$ cat config.mk
export PLATFORM = sky130hd
export DESIGN_NAME = fetch_queue_unit
export DESIGN_NICKNAME = d
export VERILOG_FILES = /design/src/rtl/fetch_queue_unit.sv
export SDC_FILE = /design/constraint.sdc
export NUM_CORES = 1
export LEC_CHECK = 0
export ABC_AREA = 0
export ABC_CLOCK_PERIOD_IN_PS = 5700
export BUFFER_PORTS_ARGS = -buffer_cell sky130_fd_sc_hd__buf_2
export CORE_MARGIN = 3
export CORE_UTILIZATION = 56
export CTS_CLUSTER_SIZE = 12
export DETAILED_ROUTE_END_ITERATION = 10
export GPL_TIMING_DRIVEN = 1
export PLACE_DENSITY = 0.88
export SYNTH_ARGS = -nofsm -noshare
export SYNTH_HDL_FRONTEND = slang
export SYNTH_SLANG_ARGS = --single-unit
$ cat constraint.sdc
create_clock -name clk -period 5.7 [get_ports clk]
set_clock_uncertainty 0.2 [all_clocks]
set_input_delay 1.71 -clock clk [delete_from_list [all_inputs] [get_ports clk]]
set_output_delay 1.71 -clock clk [all_outputs]
set_load 0.02 [all_outputs]
$ cat src/rtl/fetch_queue_unit.sv
// fetch_queue_unit: PC generator plus a DEPTH-entry circular prefetch queue
// feeding decode. Instruction memory is read combinationally at the current PC
// and the word is pushed the same cycle. A taken redirect flushes the queue and
// reloads the PC.
// Optional build macro: FETCH_ALIGN_CHK_EN -- force redirect targets onto a word
// boundary and tag the first entry fetched after a misaligned redirect with adel.
module fetch_queue_unit #(
    parameter logic [31:0] RESET_PC = 32'h0000_3000,
    parameter int          DEPTH    = 4
) (
    input  logic                       clk,
    input  logic                       reset,
    input  logic                       fetch_en,
    output logic [31:0]                imem_addr,
    output logic                       imem_en,
    input  logic [31:0]                imem_rdata,
    input  logic                       redirect_valid,
    input  logic [31:0]                redirect_target,
    output logic                       out_valid,
    input  logic                       out_ready,
    output logic [31:0]                out_instr,
    output logic [31:0]                out_pc,
    output logic [31:0]                out_pc8,
    output logic                       out_adel,
    output logic [$clog2(DEPTH):0]     count
);

    localparam int PW = $clog2(DEPTH);
    localparam int CW = PW + 1;
    localparam logic [CW-1:0] FULL = CW'(DEPTH);

    // Next-PC helpers: sequential advance wraps at 32 bits.
    function automatic logic [31:0] pc_plus(input logic [31:0] base, input logic [31:0] inc);
        return base + inc;
    endfunction

    // PC value a redirect loads; word-aligned when the alignment check is built in.
    function automatic logic [31:0] redirect_pc(input logic [31:0] target);
`ifdef FETCH_ALIGN_CHK_EN
        return target & ~32'h3;
`else
        return target;
`endif
    endfunction

    logic [31:0]   pc = RESET_PC;
    logic [PW-1:0] rd_ptr;
    logic [PW-1:0] wr_ptr;
    logic [CW-1:0] cnt;
    logic          pop;
    logic          push;

    // Queue storage holds data only; it is never reset because cnt gates validity.
    logic [31:0]   mem_pc    [DEPTH];
    logic [31:0]   mem_instr [DEPTH];
`ifdef FETCH_ALIGN_CHK_EN
    logic          mem_adel  [DEPTH];
    logic          adel_pending;
`endif

    assign out_valid = (cnt != '0);
    assign pop       = out_valid && out_ready;
    // A pop frees a slot in the same cycle, so a full queue can still stream.
    assign push      = fetch_en && !redirect_valid && ((cnt < FULL) || pop);

    assign imem_en   = push;
    assign imem_addr = pc;
    assign count     = cnt;

    assign out_pc    = mem_pc[rd_ptr];
    assign out_instr = mem_instr[rd_ptr];
    assign out_pc8   = pc_plus(mem_pc[rd_ptr], 32'd8);
`ifdef FETCH_ALIGN_CHK_EN
    assign out_adel  = mem_adel[rd_ptr];
`else
    assign out_adel  = 1'b0;
`endif

    // Control state: PC, pointers, occupancy; reset beats redirect beats fetch.
    always_ff @(posedge clk) begin
        if (reset) begin
            pc     <= RESET_PC;
            rd_ptr <= '0;
            wr_ptr <= '0;
            cnt    <= '0;
`ifdef FETCH_ALIGN_CHK_EN
            adel_pending <= 1'b0;
`endif
        end else if (redirect_valid) begin
            // Any pop this cycle has already handed its head to decode; flush now.
            pc     <= redirect_pc(redirect_target);
            rd_ptr <= '0;
            wr_ptr <= '0;
            cnt    <= '0;
`ifdef FETCH_ALIGN_CHK_EN
            adel_pending <= |redirect_target[1:0];
`endif
        end else begin
            if (push) begin
                pc     <= pc_plus(pc, 32'd4);
                wr_ptr <= wr_ptr + PW'(1);
`ifdef FETCH_ALIGN_CHK_EN
                adel_pending <= 1'b0;
`endif
            end
            if (pop) begin
                rd_ptr <= rd_ptr + PW'(1);
            end
            case ({push, pop})
                2'b10:   cnt <= cnt + CW'(1);
                2'b01:   cnt <= cnt - CW'(1);
                default: cnt <= cnt;
            endcase
        end
    end

    // Queue write port: capture the fetched word with its PC at the tail.
    always_ff @(posedge clk) begin
        if (push) begin
            mem_pc[wr_ptr]    <= pc;
            mem_instr[wr_ptr] <= imem_rdata;
`ifdef FETCH_ALIGN_CHK_EN
            mem_adel[wr_ptr]  <= adel_pending;
`endif
        end
    end

endmodule
==> results of run 1 <==
==> per-stage QoR <==
stage,total power [mW],setup slack [ns],instances
finish,4.46,0.608,1200
global route,4.60,0.382,1200
CTS,4.50,0.476,1200
detailed placement,2.82,0.822,1146
global placement,2.81,0.908,1146
floorplan,2.69,0.761,697
==> state kept, by name, summed over array words and instances, names as in the netlist, named ones only <==
register   count
rd_ptr         2
imem_addr     32
mem_pc       128
count          3
wr_ptr         2
mem_instr    128
==> final cells by class <==
class	count	area share, %
tap	275	2.43
inverter	17	0.451
clock buffer	49	5.66
clock inverter	5	0.203
sequential	297	60.2
timing repair buffer	206	7.37
multi-input combinational	351	23.7
==> cells in the final DEF, fill, tap and decap left out, types with 16 or more instances in the layout <==
cell type                   count
sky130_fd_sc_hd__nand2_1       37
sky130_fd_sc_hd__clkbuf_16     29
sky130_fd_sc_hd__mux4_2        55
sky130_fd_sc_hd__edfxtp_1     256
sky130_fd_sc_hd__a211oi_1      16
sky130_fd_sc_hd__nand3_1       23
sky130_fd_sc_hd__inv_1         17
sky130_fd_sc_hd__xnor2_1       45
sky130_fd_sc_hd__dfxtp_1       39
sky130_fd_sc_hd__clkbuf_1      20
sky130_fd_sc_hd__buf_2        201
sky130_fd_sc_hd__nor3_1        16
sky130_fd_sc_hd__nor2_1        43
==> logic make-up (layout without fill, tap and decap cells) <==
logic type	Yosys count	in the layout	share of synthesized area, %
AOI/OAI and AO/OA	37	37	2.12
xor gates and xnor gates	53	53	3.83
adders and majority gates	8	8	0.888
buffers and inverters	49	277	2.18
DFF	297	297	70.2
muxes	68	68	12.5
other	1	1	0.0309
and+or+nand+nor	184	184	8.24
==> metal layers <==
layer / up-vias / wire, microns / global-route usage, %
li1: 3164 / - / -
met1: 3432 / 10100 / 28.9
met2: 321 / 12400 / 35.5
met3: 46 / 1990 / 3.65
met4: 0 / 566 / 6.02
met5: - / 0 / 0
==> Yosys cell counts (9+ instances only) <==
cell and n:
sky130_fd_sc_hd__edfxtp_1 256, sky130_fd_sc_hd__mux4_2 55, sky130_fd_sc_hd__xnor2_1 45, sky130_fd_sc_hd__nor2_1 43
sky130_fd_sc_hd__dfxtp_1 41, sky130_fd_sc_hd__nand2_1 37, sky130_fd_sc_hd__nand3_1 23, sky130_fd_sc_hd__inv_1 17
sky130_fd_sc_hd__a211oi_1 16, sky130_fd_sc_hd__nor3_1 16, sky130_fd_sc_hd__nand4_1 15, sky130_fd_sc_hd__nor4_1 15
sky130_fd_sc_hd__clkbuf_1 14, sky130_fd_sc_hd__mux4_1 9
==> report_power, final <==
group          switching (mW)  internal (mW)  leakage (nW)  total [mW]
clock                   0.738          0.951         0.401        1.69
combinational           0.193          0.112          1.78       0.305
sequential             0.0519           2.42          2.70        2.47
==> final timing paths <==
| path | start | endpoint | cells past startpoint |
|---|---|---|---|
| max reg2reg | count[2] | mem_instr[0][7] | 4 |
| max | flop | out_pc8[30] | 6 |
| min reg2reg | wr_ptr[1] | wr_ptr[1] | 2 |
| min | wr_ptr[1] | wr_ptr[1] | 2 |
==> critical path, cell delays in order (launching register included) <==
cell and delay [ns]:
sky130_fd_sc_hd__dfxtp_4 0.70, sky130_fd_sc_hd__mux4_1 0.47, sky130_fd_sc_hd__nand3_1 0.27, sky130_fd_sc_hd__nor3_1 0.46, sky130_fd_sc_hd__nand3_1 0.25, sky130_fd_sc_hd__xnor2_1 0.28, sky130_fd_sc_hd__buf_2 0.22
==> run metrics, run 1 <==
RSZ-0062 raised after global routing false; area of the mapped netlist 12100 sq um; synthesized netlist cell count 697; Final Net Count 979; wire length per cell 20.9 microns; fin crit period 5.09 ns; count of cells resized by post-cts repair 0; critical path class flop to output pin; effective utilization at floorplan 57.3%; WP data arrival 3.18 ns; core footprint 21200 sq um; cells taking the most area after synthesis sky130_fd_sc_hd__edfxtp_1 63%, sky130_fd_sc_hd__mux4_2 10%, sky130_fd_sc_hd__dfxtp_1 6.8%, sky130_fd_sc_hd__xnor2_1 3.3%, sky130_fd_sc_hd__mux4_1 2.0%; number of synthesized register bits 297; Post-route DRC 0; placement-stage cell area 13300 sq um; CP Max Fanout 30; post-synthesis net count 774; run status complete, no violations; vias per cell 5.80; normalized max-slew margin 33.0%; final count of negative-setup-slack endpoints 0; cts bufs inserted 29; Max Cap Violations 0; minimum setup slack among reg-to-reg paths 2.96 ns; first-pass GRT wire length 39.0 mm; Die Area 23400 sq um; area of the multi-input gates 3360 sq um; CTS Buffer Depth 3; Yosys top cell by area sky130_fd_sc_hd__edfxtp_1; Critical Path Source Type flop; Synth warnings 0; Post-Layout Inst Area 14200 sq um; Fill cells 1396; Total Neg Setup Slack 0 ns; number of clock sinks seen by CTS 297; Hold WS 0.296 ns; Post-synth EDFFs 256; Async SR Flop Fraction 0%; sum of overflow across all layers after global routing 0; cell leakage power 4.88 nW; IR drop worst, VDD 0.210 mV; layout cell share with drive strength beyond 1 33.4%; Routability Congestion 0.878; HPWL after detailed placement 16.2 mm; area taken by flip-flops and latches 8520 sq um; Horiz. Die Dim 153 microns; sequential cell area fraction in the yosys report 70.2%; area growth from synthesis to final layout 16.8%; antenna diode instance count 0; largest net degree at the start of global routing 65; Starting DRT DRC Count 506; post-detailed-route count of antenna-violating nets 0; Final Cycle Share 89.3%; number of max-slew violations in the final report 0; worst min-delay path class flop to flop; nature of the critical path endpoint output pin; number of buffers inserted by hold repair at cts 0; Avg Inst Size Synth 17.4 sq um; total global routing track utilization 21.1%; pin slew with the least headroom to its limit 1.01 ns; router iterations before antenna repair 5; Top Ports 203; Port Buffers 201; clock transition time at the flip-flop clock pins of the worst setup and hold paths 0.06 ns; clock latency of the later-clocked register in the worst-skew pair 0.53 ns; post-CTS repair timing setup buffer count 0; top cell type's share of synthesized area 63.4%; die extent in y 153 microns; achievable clock frequency 196 MHz; most common flop cell mapped by yosys sky130_fd_sc_hd__edfxtp_1; vias post-DR 6963; number of placement rows 53; htree depth 1; Routed Wire Length 25.1 mm; CTS tree built; number of distinct library cells after synthesis 46; Finished Core Util 66.9%; Power Dens Cells 315 nW/um^2; number of global-route vias before repair 7079; antenna violations before repair 0; CTS Root Cell sky130_fd_sc_hd__clkbuf_16; Final Hold Vio Count 0; CP Data Required Time 3.79 ns
Power figures use the tool's default switching activity.
==> run 2: changes to the inputs <==
--- a/config.mk
+++ b/config.mk
@@ -13,7 +13,8 @@
 export CTS_CLUSTER_SIZE = 12
 export DETAILED_ROUTE_END_ITERATION = 10
 export GPL_TIMING_DRIVEN = 1
-export PLACE_DENSITY = 0.88
+export PLACE_DENSITY = 0.79
+export RECOVER_POWER = 25
 export SYNTH_ARGS = -nofsm -noshare
 export SYNTH_HDL_FRONTEND = slang
 export SYNTH_SLANG_ARGS = --single-unit
==> run metrics, run 2 (synthesis gave the netlist of run 1 again) <==
run status complete, no violations; wire length per cell 20.8 microns; Top Usage Layer GRT met2; number of buffers inserted by hold repair at cts 0; number of max-slew violations in the final report 0; sum of overflow across all layers after global routing 0; Final Net Count 979; antenna violations before repair 1; combined buffer and inverter count along the critical path 1; depth of the worst hold-timing path 2; cells on worst reg2reg path 4; worst min-delay path class flop to flop; Horiz. Die Dim 153 microns; cell-by-cell trace of the critical path mux4_1 > nand4_4 > nor4_4 > and3_1 > xor2_1 > buf_2; routing usage on met2 34.8%; nature of the critical path endpoint output pin; top cell family by delay on the critical path simple AND/OR/NAND/NOR gates; vias post-DR 6946; leading cell types in the layout, fill and taps excluded 256 x sky130_fd_sc_hd__edfxtp_1, 187 x sky130_fd_sc_hd__buf_2, 55 x sky130_fd_sc_hd__mux4_2; met1 capacity usage during global routing 29.0%; number of global-route vias before repair 7042; normalized max-slew margin 33.6%; CP Max Fanout 29; WP data arrival 3.16 ns; Total Neg Setup Slack 0 ns; cell leakage power 4.88 nW; CTS Buffer Depth 3; Starting DRT DRC Count 385; Hold WS 0.317 ns; number of placement rows 53; final count of negative-setup-slack endpoints 0; cell with the largest stage delay on the worst path sky130_fd_sc_hd__dfxtp_4; total global routing track utilization 21.0%; met3 Track Usage GR 3.91%; highest cell delay on the worst timing path 0.70 ns; pin slew with the least headroom to its limit 0.996 ns; htree depth 1; largest net degree at the start of global routing 65; post-CTS repair timing setup buffer count 0; total chip power 4.60 mW; first-pass GRT wire length 38.9 mm; HPWL after detailed placement 16.0 mm; area growth from synthesis to final layout 17.4%; Critical Path Source Type flop; router iterations before antenna repair 5; Routed Wire Length 25.0 mm; Post-route DRC 0; Routability Congestion 0.865; Port Buffers 201; die extent in y 153 microns; post-route insts no fill 1202; clock latency of the later-clocked register in the worst-skew pair 0.54 ns; leading cell type in the layout, fill and taps excluded sky130_fd_sc_hd__edfxtp_1; layout cell share with drive strength beyond 1 32.0%; Max Cap Violations 0; effective utilization at floorplan 57.3%; IR drop worst, VDD 0.177 mV; fin crit period 5.07 ns; Final Hold Vio Count 0; total placed cells including tap cells 1145; CP Data Required Time 3.79 ns; Top Ports 203; Power Dens Cells 323 nW/um^2; Die Area 23400 sq um; critical path class flop to output pin; placement-stage cell area 13300 sq um; count of cells resized by post-cts repair 0; CTS Root Cell sky130_fd_sc_hd__clkbuf_16; cts bufs inserted 30; RSZ-0062 raised after global routing false; core footprint 21200 sq um; number of clock sinks seen by CTS 297; CTS tree built; Worst path depth 6; Final Cycle Share 88.9%; post-layout worst setup margin 0.633 ns; Finished Core Util 67.2%; Post-Layout Inst Area 14200 sq um; clock transition time at the flip-flop clock pins of the worst setup and hold paths 0.06 ns; achievable clock frequency 197 MHz; vias per cell 5.78; post-detailed-route count of antenna-violating nets 0; worst-case setup slack after placement 0.867 ns
## run 2: cell types whose count changed in the layout (fill, tap and decap cells not counted), sizes merged
cell and change:
clkbuf +17, diode +1, buf -15, bufinv +1, clkinv -2
## run 2: area by class of cell
cell class | instances | area [sq um]
Antenna cell | 1 | 2.50
Tap cell | 275 | 344
Inverter | 17 | 63.8
Clock buffer | 52 | 875
Sequential cell | 297 | 8520
Multi-Input combinational cell | 351 | 3360
Clock inverter | 4 | 47.5
Timing Repair Buffer | 205 | 1020
Fill cell | 1428 | 6930
## run 2: power by group
| part | switching [mW] | internal (mW) |
|---|---|---|
| combinational | 0.192 | 0.110 |
| sequential | 0.0518 | 2.42 |
| clock | 0.749 | 1.08 |
| total | 0.992 | 3.60 |
## run 2: per-layer routing
metal / share of wire [%] / vias up
li1: - / 3172
met1: 41 / 3452
met2: 49 / 276
met3: 6.9 / 46
met4: 2.5 / 0
met5: 0 / -
## run 2: worst register-to-register path, cell delays in order, from the launching register on
cell	delay, ns
sky130_fd_sc_hd__dfxtp_1	0.33
sky130_fd_sc_hd__nand2b_1	0.24
sky130_fd_sc_hd__nand2_1	0.27
sky130_fd_sc_hd__nor2_1	0.38
sky130_fd_sc_hd__and2_4	0.85
## run 2: path summary, 6_finish.rpt
kind,from,end,slack [ns]
min reg2reg,count[2],count[2],0.32
min,count[2],count[2],0.32
max reg2reg,count[2],mem_instr[1][11],2.98
max,flop,out_pc8[17],0.63
